$ cat config.mk
export PLATFORM = sky130hd
export DESIGN_NAME = iir_input_scheduler
export DESIGN_NICKNAME = d
export VERILOG_FILES = /design/src/rtl/iir_input_scheduler.sv
export SDC_FILE = /design/constraint.sdc
export NUM_CORES = 1
export LEC_CHECK = 0
export ABC_AREA = 1
export BUFFER_PORTS_ARGS = -buffer_cell sky130_fd_sc_hd__buf_2
export CAP_MARGIN = 20
export CORE_MARGIN = 8
export CORE_UTILIZATION = 56
export CTS_CLUSTER_DIAMETER = 120
export DETAILED_ROUTE_END_ITERATION = 8
export HOLD_SLACK_MARGIN = 0.08
export PLACE_DENSITY = 0.84
export SLEW_MARGIN = 20
export SYNTH_ARGS = -nofsm -noshare
export SYNTH_HDL_FRONTEND = slang
export SYNTH_SLANG_ARGS = --single-unit
$ cat constraint.sdc
create_clock -name clk -period 7.5 [get_ports clk]
set_clock_uncertainty 0.2 [all_clocks]
set_input_delay 1.5 -clock clk [delete_from_list [all_inputs] [get_ports clk]]
set_output_delay 1.5 -clock clk [all_outputs]
set_load 0.01 [all_outputs]
$ cat src/rtl/iir_input_scheduler.sv
// Paces buffered Q1.15 samples to iir_orde1_core, one per divider tick. Outputs are registered one cycle after the tick.
// s_ready is low at full with no same-cycle bypass. Coefficients are double-buffered and commit only on a tick.
module iir_input_scheduler #(
    parameter int DATA_W     = 16,
    parameter int FIFO_DEPTH = 4,
    parameter int DIV_W      = 16
) (
    input  logic                            clk,
    input  logic                            rst,
    input  logic                            s_valid,
    output logic                            s_ready,
    input  logic signed [DATA_W-1:0]        s_data,
    input  logic        [DIV_W-1:0]         div_ratio,
    input  logic                            coef_wr,
    input  logic signed [DATA_W-1:0]        coef_a0_in,
    input  logic signed [DATA_W-1:0]        coef_a1_in,
    input  logic signed [DATA_W-1:0]        coef_b1_in,
    input  logic                            coef_clr_req,
    output logic                            coef_busy,
    output logic                            core_en,
    output logic signed [DATA_W-1:0]        core_x,
    output logic                            core_clear,
    output logic signed [DATA_W-1:0]        core_a0,
    output logic signed [DATA_W-1:0]        core_a1,
    output logic signed [DATA_W-1:0]        core_b1,
    output logic [$clog2(FIFO_DEPTH):0]     fifo_level,
    output logic [15:0]                     underrun_cnt
);

    localparam int PW = $clog2(FIFO_DEPTH);
    localparam int LW = PW + 1;
    localparam logic signed [DATA_W-1:0] UNITY = {1'b0, {(DATA_W-1){1'b1}}};

    logic signed [DATA_W-1:0] mem_q [FIFO_DEPTH];
    logic [PW-1:0]            wr_ptr_q, wr_ptr_d;
    logic [PW-1:0]            rd_ptr_q, rd_ptr_d;
    logic [LW-1:0]            level_q, level_d;
    logic [DIV_W-1:0]         cnt_q, cnt_d;

    logic signed [DATA_W-1:0] sh_a0_q, sh_a0_d;
    logic signed [DATA_W-1:0] sh_a1_q, sh_a1_d;
    logic signed [DATA_W-1:0] sh_b1_q, sh_b1_d;
    logic                     pend_q, pend_d;
    logic                     clr_q, clr_d;

    logic                     en_q, en_d;
    logic                     clear_q, clear_d;
    logic signed [DATA_W-1:0] x_q, x_d;
    logic signed [DATA_W-1:0] a0_q, a0_d;
    logic signed [DATA_W-1:0] a1_q, a1_d;
    logic signed [DATA_W-1:0] b1_q, b1_d;
    logic [15:0]              und_q, und_d;

    logic tick;
    logic push;
    logic pop;
    logic commit;
    logic commit_clr;
    logic emit;

    assign tick       = (cnt_q >= div_ratio);
    assign s_ready    = (level_q < LW'(FIFO_DEPTH));
    assign push       = s_valid && s_ready;
    assign commit     = tick && pend_q;
    // A clearing commit consumes the whole tick: no sample is released on it.
    assign commit_clr = commit && clr_q;
    assign emit       = tick && !commit_clr;
    assign pop        = emit && (level_q != '0);

    always_comb begin
        cnt_d    = tick ? '0 : cnt_q + DIV_W'(1);
        wr_ptr_d = push ? wr_ptr_q + PW'(1) : wr_ptr_q;
        rd_ptr_d = pop  ? rd_ptr_q + PW'(1) : rd_ptr_q;
        level_d  = level_q + LW'(push) - LW'(pop);
    end

    always_comb begin
        sh_a0_d = sh_a0_q;
        sh_a1_d = sh_a1_q;
        sh_b1_d = sh_b1_q;
        pend_d  = pend_q && !commit;
        clr_d   = clr_q && !commit;
        // A write on a tick lands after that tick's commit, so it stays pending.
        if (coef_wr) begin
            sh_a0_d = coef_a0_in;
            sh_a1_d = coef_a1_in;
            sh_b1_d = coef_b1_in;
            pend_d  = 1'b1;
            clr_d   = clr_d | coef_clr_req;
        end
    end

    always_comb begin
        en_d    = emit;
        clear_d = commit_clr;
        x_d     = x_q;
        a0_d    = a0_q;
        a1_d    = a1_q;
        b1_d    = b1_q;
        und_d   = und_q;
        if (commit) begin
            a0_d = sh_a0_q;
            a1_d = sh_a1_q;
            b1_d = sh_b1_q;
        end
        if (emit) begin
            if (level_q != '0) begin
                x_d = mem_q[rd_ptr_q];
            end else begin
                x_d = '0;
                if (und_q != 16'hFFFF) begin
                    und_d = und_q + 16'd1;
                end
            end
        end
    end

    always_ff @(posedge clk) begin
        if (push) begin
            mem_q[wr_ptr_q] <= s_data;
        end
    end

    always_ff @(posedge clk or posedge rst) begin
        if (rst) begin
            wr_ptr_q <= '0;
            rd_ptr_q <= '0;
            level_q  <= '0;
            cnt_q    <= '0;
            sh_a0_q  <= '0;
            sh_a1_q  <= '0;
            sh_b1_q  <= '0;
            pend_q   <= 1'b0;
            clr_q    <= 1'b0;
            en_q     <= 1'b0;
            clear_q  <= 1'b0;
            x_q      <= '0;
            a0_q     <= UNITY;
            a1_q     <= '0;
            b1_q     <= '0;
            und_q    <= '0;
        end else begin
            wr_ptr_q <= wr_ptr_d;
            rd_ptr_q <= rd_ptr_d;
            level_q  <= level_d;
            cnt_q    <= cnt_d;
            sh_a0_q  <= sh_a0_d;
            sh_a1_q  <= sh_a1_d;
            sh_b1_q  <= sh_b1_d;
            pend_q   <= pend_d;
            clr_q    <= clr_d;
            en_q     <= en_d;
            clear_q  <= clear_d;
            x_q      <= x_d;
            a0_q     <= a0_d;
            a1_q     <= a1_d;
            b1_q     <= b1_d;
            und_q    <= und_d;
        end
    end

    assign coef_busy    = pend_q;
    assign core_en      = en_q;
    assign core_clear   = clear_q;
    assign core_x       = x_q;
    assign core_a0      = a0_q;
    assign core_a1      = a1_q;
    assign core_b1      = b1_q;
    assign fifo_level   = level_q;
    assign underrun_cnt = und_q;

endmodule
# [Yosys cells after proc, flatten, opt, wreduce, memory -nomap -nowiden]
# Memories as Yosys holds them, arrays and structs flattened.
# Cells that the tools add are included.
# Widths: inputs -> output; s select.
[op_classes] n_addsub=6 multipliers=0 div_mod_pow=0 magnitude_cmp=2 eq_ne=1 shifts=0 n_mux=6 bitwise_logic=2 reduce_logical=11
[ops] op="$add 16x1->16 const B" n=2
[ops] op="$mux 16" n=2
[ops] op="$ge 16x16->1" n=1
[ops] op="$ne 16x16->1 const B" n=1
[ops] op="$logic_and 1x1->1" n=7
[ops] op="$add 2x1->2 const B" n=2
[ops] op="$mux 1" n=4
[ops] op="$add 3x1->3" n=1
[ops] op="$lt 3x3->1 const B" n=1
[ops] op="$reduce_and 3->1" n=1
[ops] op="$reduce_bool 3->1" n=1
[ops] op="$sub 3x1->3" n=1
[ops] op="$logic_not 1->1" n=2
[ops] op="$not 1->1" n=1
[ops] op="$or 1x1->1" n=1
[totals] register_bits=155 latch_bits=0 mem_bits_rw=64 mem_bits_ro=0 inputBits=85 out_inout_bits=87 word_cells=45 n_memories=1
[memory_table] name="mem_q" depth=4 width=16 read_ports=1 rd_clocked_by_memory_dff=0 write_ports=1 line_no="34" text="logic signed [DATA_W-1:0] mem_q [FIFO_DEPTH];"

# [Longest topological paths before layout]
[depth] ltp_word=7 mapped_depth=21 mapped_depth_nobuf=20

# [Least setup slack after synthesis]
# Ideal clock, no wire load.
[synth_path] path_type="input -> register" startpoint="input div_ratio[11]" endpoint="register level_q[2], in the netlist fifo_level[2]" setup_time_ns=0.129 arrival_time_ns=3.757 required_time_ns=7.171 setup_slack_ns=3.414 stages=16 path_buffers=1 cell_sequence="inv_1 > ha_1 > a21oi_1 > o21ai_1 > a21oi_2 > nand2_4 > buf_6 > o211ai_1 > inv_1 > ha_1 > inv_1 > ha_1 > inv_1 > fa_1 > xnor2_1 > xor2_1"
[synth_between] elab_chain_len=7
[synth_lines] element="start: declaration" line_no="13" text="input logic [DIV_W-1:0] div_ratio,"
[synth_lines] element="$ge 16x16->1 (*)" line_no="61" text="assign tick = (cnt_q >= div_ratio);"
[synth_lines] element="$logic_and 1x1->1" line_no="64" text="assign commit = tick && pend_q;"
[synth_lines] element="$logic_and 1x1->1" line_no="66" text="assign commit_clr = commit && clr_q;"
[synth_lines] element="$logic_not 1->1" line_no="67" text="assign emit = tick && !commit_clr;"
[synth_lines] element="$logic_and 1x1->1 (*)" line_no="67"
[synth_lines] element="$logic_and 1x1->1 (*)" line_no="68" text="assign pop = emit && (level_q != '0);"
[synth_lines] element="net pop" line_no="56" text="logic pop;"
[synth_lines] element="$sub 3x1->3 (*)" line_no="74" text="level_d = level_q + LW'(push) - LW'(pop);"
[synth_lines] element="net level_d[2]" line_no="37" text="logic [LW-1:0] level_q, level_d;"
[synth_lines] element="end signal: assignment" line_no="145" text="level_q <= level_d;"
[synth_lines] element="end: declaration" line_no="37"
# The timed path passes the listed nets; every way through them passes the cells marked *.
# A chain may end at the register's enable or synchronous reset.

# [Worst setup path after layout]
[layout_path] startpoint="input div_ratio[3]" endpoint="register level_q[2], in the netlist fifo_level[2]"
# Same word-level chain as after synthesis.

==> out/metrics.cfg <==
[status]
status=complete, no violations

[worst_setup_path]
crit_path_end_kind=flip-flop
crit_chain=buf_2, inv_1, ha_1, nand2_1, nor2_1, nor2_1, nand2_1, nand2_1, nand2_1, nand2_1, nand2_4, o211ai_1, inv_1, ha_1, inv_1, ha_1, inv_1, fa_1, xnor2_1, xor2_1
crit_family=adder cells
timing.rr.end=fifo_level[2]
cpMostUsedCell=nand2_1
crit_buf_inv=5
crit_slowest_cell=nand2_4
rr_worst_depth=18
critical_path.max_stage_delay_ps=450
worstReg2RegStart=cnt_q[3]
rrSetupSlack_ps=3950
path_class=in2reg
crit_required_ps=7720
cp-start-kind=input pin
path_max_fanout=50
critPathArrivalTime_ps=4450

[clocking]
cts_tree=yes
cts_setup_buffers=0
cts_root_buf=clkbuf_16
insertion_delay_ps=500
ctsLongestPathBuffers=3
ctsHoldBuffers=0
clkSinkCount=219
cts_max_level=1
clk_pin_slew_worst_paths_ps=60
cts_buffers=23
cts.repair.resized=0

[die]
die_height_um=146
ios=172
dieWidth_um=146
dieArea_um2=21400
start_util=0.575
core_um2=16600
rows=47

[yosys]
ys_types=40
ys_warn_count=0
synth_mux_area_frac=0
ys_seq_area_frac=0.611
avgSynthCellArea_um2=10.0
syn_inst=953
yosys.area.top_type=dfrtp_1
synth-xor-area-share=0.00827
synth_adder_area_share=0.0336
synthSimpleGateAreaFrac=0.147
synth_nets=1063
synthesis.area_um2=9530
synth_area_leaders=dfrtp_1 (37%), edfxtp_1 (20%), nand2_1 (10%)
synth_top_family_by_area=simple AND/OR/NAND/NOR gates
ys_ff_latch=219
synth_top_area_frac=0.368
synth-compound-area-share=0.129

[final_layout]
drive_above_1_share=0.233
final_cell_mix=nand2_1 (253), buf_2 (171), dfrtp_1 (139)
nets=1216
area_growth_pct=17.7
final_common_cell=nand2_1
final_cells=1342
antennaDiodeCount=0

[sta]
period_share=0.564
whs_ps=279
fin_crit_ps=4230
worstMarginPinSlew_ps=1030
slew_violations=0
clock.fmax_ghz=0.236
setup_violations=0
setup_ws_ps=3270
rsz0062_at_grt=no
fin_setup_tns_ps=0
slew_headroom=0.311
hold_viol=0

[power_and_ir_drop]
cellPowerDensity_nw_per_um2=339
ir_worst_vdd_uv=215
power.leakage_nw=5.39
total_power_mw=3.80

[place]
dp_hpwl_mm=13.7
gp_congestion=0.813
dp.cells=1300
place.port_buffers=171
dp_worst_setup_slack_ps=2750

[drt]
drt-wirelength-per-cell_um=15.5
drc_errors=0
drt-vias-per-instance=5.21
vias=6994
final_antenna_net_count=0
drt_iter0_markers=387
drt_wl_total_mm=20.8
firstDrtPassIters=4

[min_path]
hold_class=reg2reg
hold_end=core_x[13]
hold_path_depth=2
hp-start=core_x[13]

[global_route]
antenna_found_initial=2
grt_first_pass_wirelength_mm=34.4
overflow=0
grt_usage=0.192
grt_pass1_vias=7034
grt_start_max_net_pins=99

[flow_run]
drv_cap=0

==> how the worst max path moves through the flow <==
| stage | startpoint | endpoint | depth (start not counted) |
|---|---|---|---|
| after floorplan | rst | clr_q | 1 |
| after global placement | div_ratio[3] | fifo_level[2] | 20 |
| after detailed placement | div_ratio[3] | fifo_level[2] | 20 |
| after CTS | div_ratio[3] | fifo_level[2] | 20 |
| after global routing | div_ratio[3] | fifo_level[2] | 20 |
| final | div_ratio[3] | fifo_level[2] | 20 |
==> registers in the layout, summed over array words and instances (netlist names) <==
name	count
clr_q	1
cnt_q	16
coef_busy	1
core_a0	16
core_a1	16
core_b1	16
core_clear	1
core_en	1
core_x	16
fifo_level	3
mem_q	64
rd_ptr_q	2
sh_a0_q	16
sh_a1_q	16
sh_b1_q	16
underrun_cnt	16
wr_ptr_q	2
==> power breakdown <==
part / switching [mW] / internal (mW) / leakage (nW)
Sequential: 0.188 / 1.55 / 2.51
Combinational: 0.627 / 0.376 / 2.55
Clock: 0.452 / 0.616 / 0.334
==> metrics by stage <==
step | area (µm²) | utilization
finish | 11200 | 0.676
global route | 11200 | 0.676
floorplan | 9530 | -
global placement | 10500 | 0.631
CTS | 11200 | 0.674
detailed placement | 10500 | 0.631
==> layer usage <==
metal	vias up	global-route usage	part of all wire
met3	39	0.0504	0.062
met5	-	0	0.0011
li1	3447	-	-
met2	185	0.320	0.48
met1	3319	0.241	0.43
met4	4	0.0551	0.022
==> kinds of logic (layout without fill, tap and decap cells) <==
group,count (synthesis),count (layout)
compound gates,199,199
xor+xnor,9,9
buf+inv,164,333
fa+ha+maj,25,25
flops,219,219
simple gates,337,337
==> Yosys cell counts <==
master,count
and3_1,1
o211ai_1,7
nand3_1,11
clkbuf_2,1
buf_6,6
o21ai_2,2
nand4_1,4
nor3_1,7
nor2_4,3
a32oi_1,16
o21ai_0,93
a21oi_2,1
a21oi_1,28
nor3b_2,1
nand3_2,1
buf_4,1
buf_2,11
buf_1,1
dfstp_2,15
nor3_2,2
edfxtp_1,64
o2111ai_1,18
nand2_1,253
xnor2_1,5
clkinv_1,3
nor2_1,39
clkbuf_1,28
inv_1,113
fa_1,1
dfrtp_1,140
nor2_2,8
ha_1,24
o21a_1,3
xor2_1,4
nand2_4,2
o21ai_1,21
o211ai_2,9
o21bai_1,1
nand2_2,1
nor3b_1,4
==> worst register-to-register path, stage by stage, from the launching register on <==
cell and delay, ps:
dfrtp_1 410, ha_1 300, nand2_1 70, nor2_1 110, nor2_1 50, nand2_1 60, nand2_1 50, nand2_1 70
nand2_1 100, nand2_4 450, o211ai_1 270, inv_1 100, ha_1 220, inv_1 60, ha_1 130, inv_1 50
fa_1 390, xnor2_1 230, xor2_1 170
==> area by class of cell <==
type,count,area [µm²]
Clock buffer,28,614
Sequential cell,219,5820
Clock inverter,13,97.6
Inverter,116,440
Timing Repair Buffer,176,917
Tap cell,220,275
Multi-Input combinational cell,570,3050
Fill cell,1292,5370
Note: power is estimated with default switching activity, not from simulation.
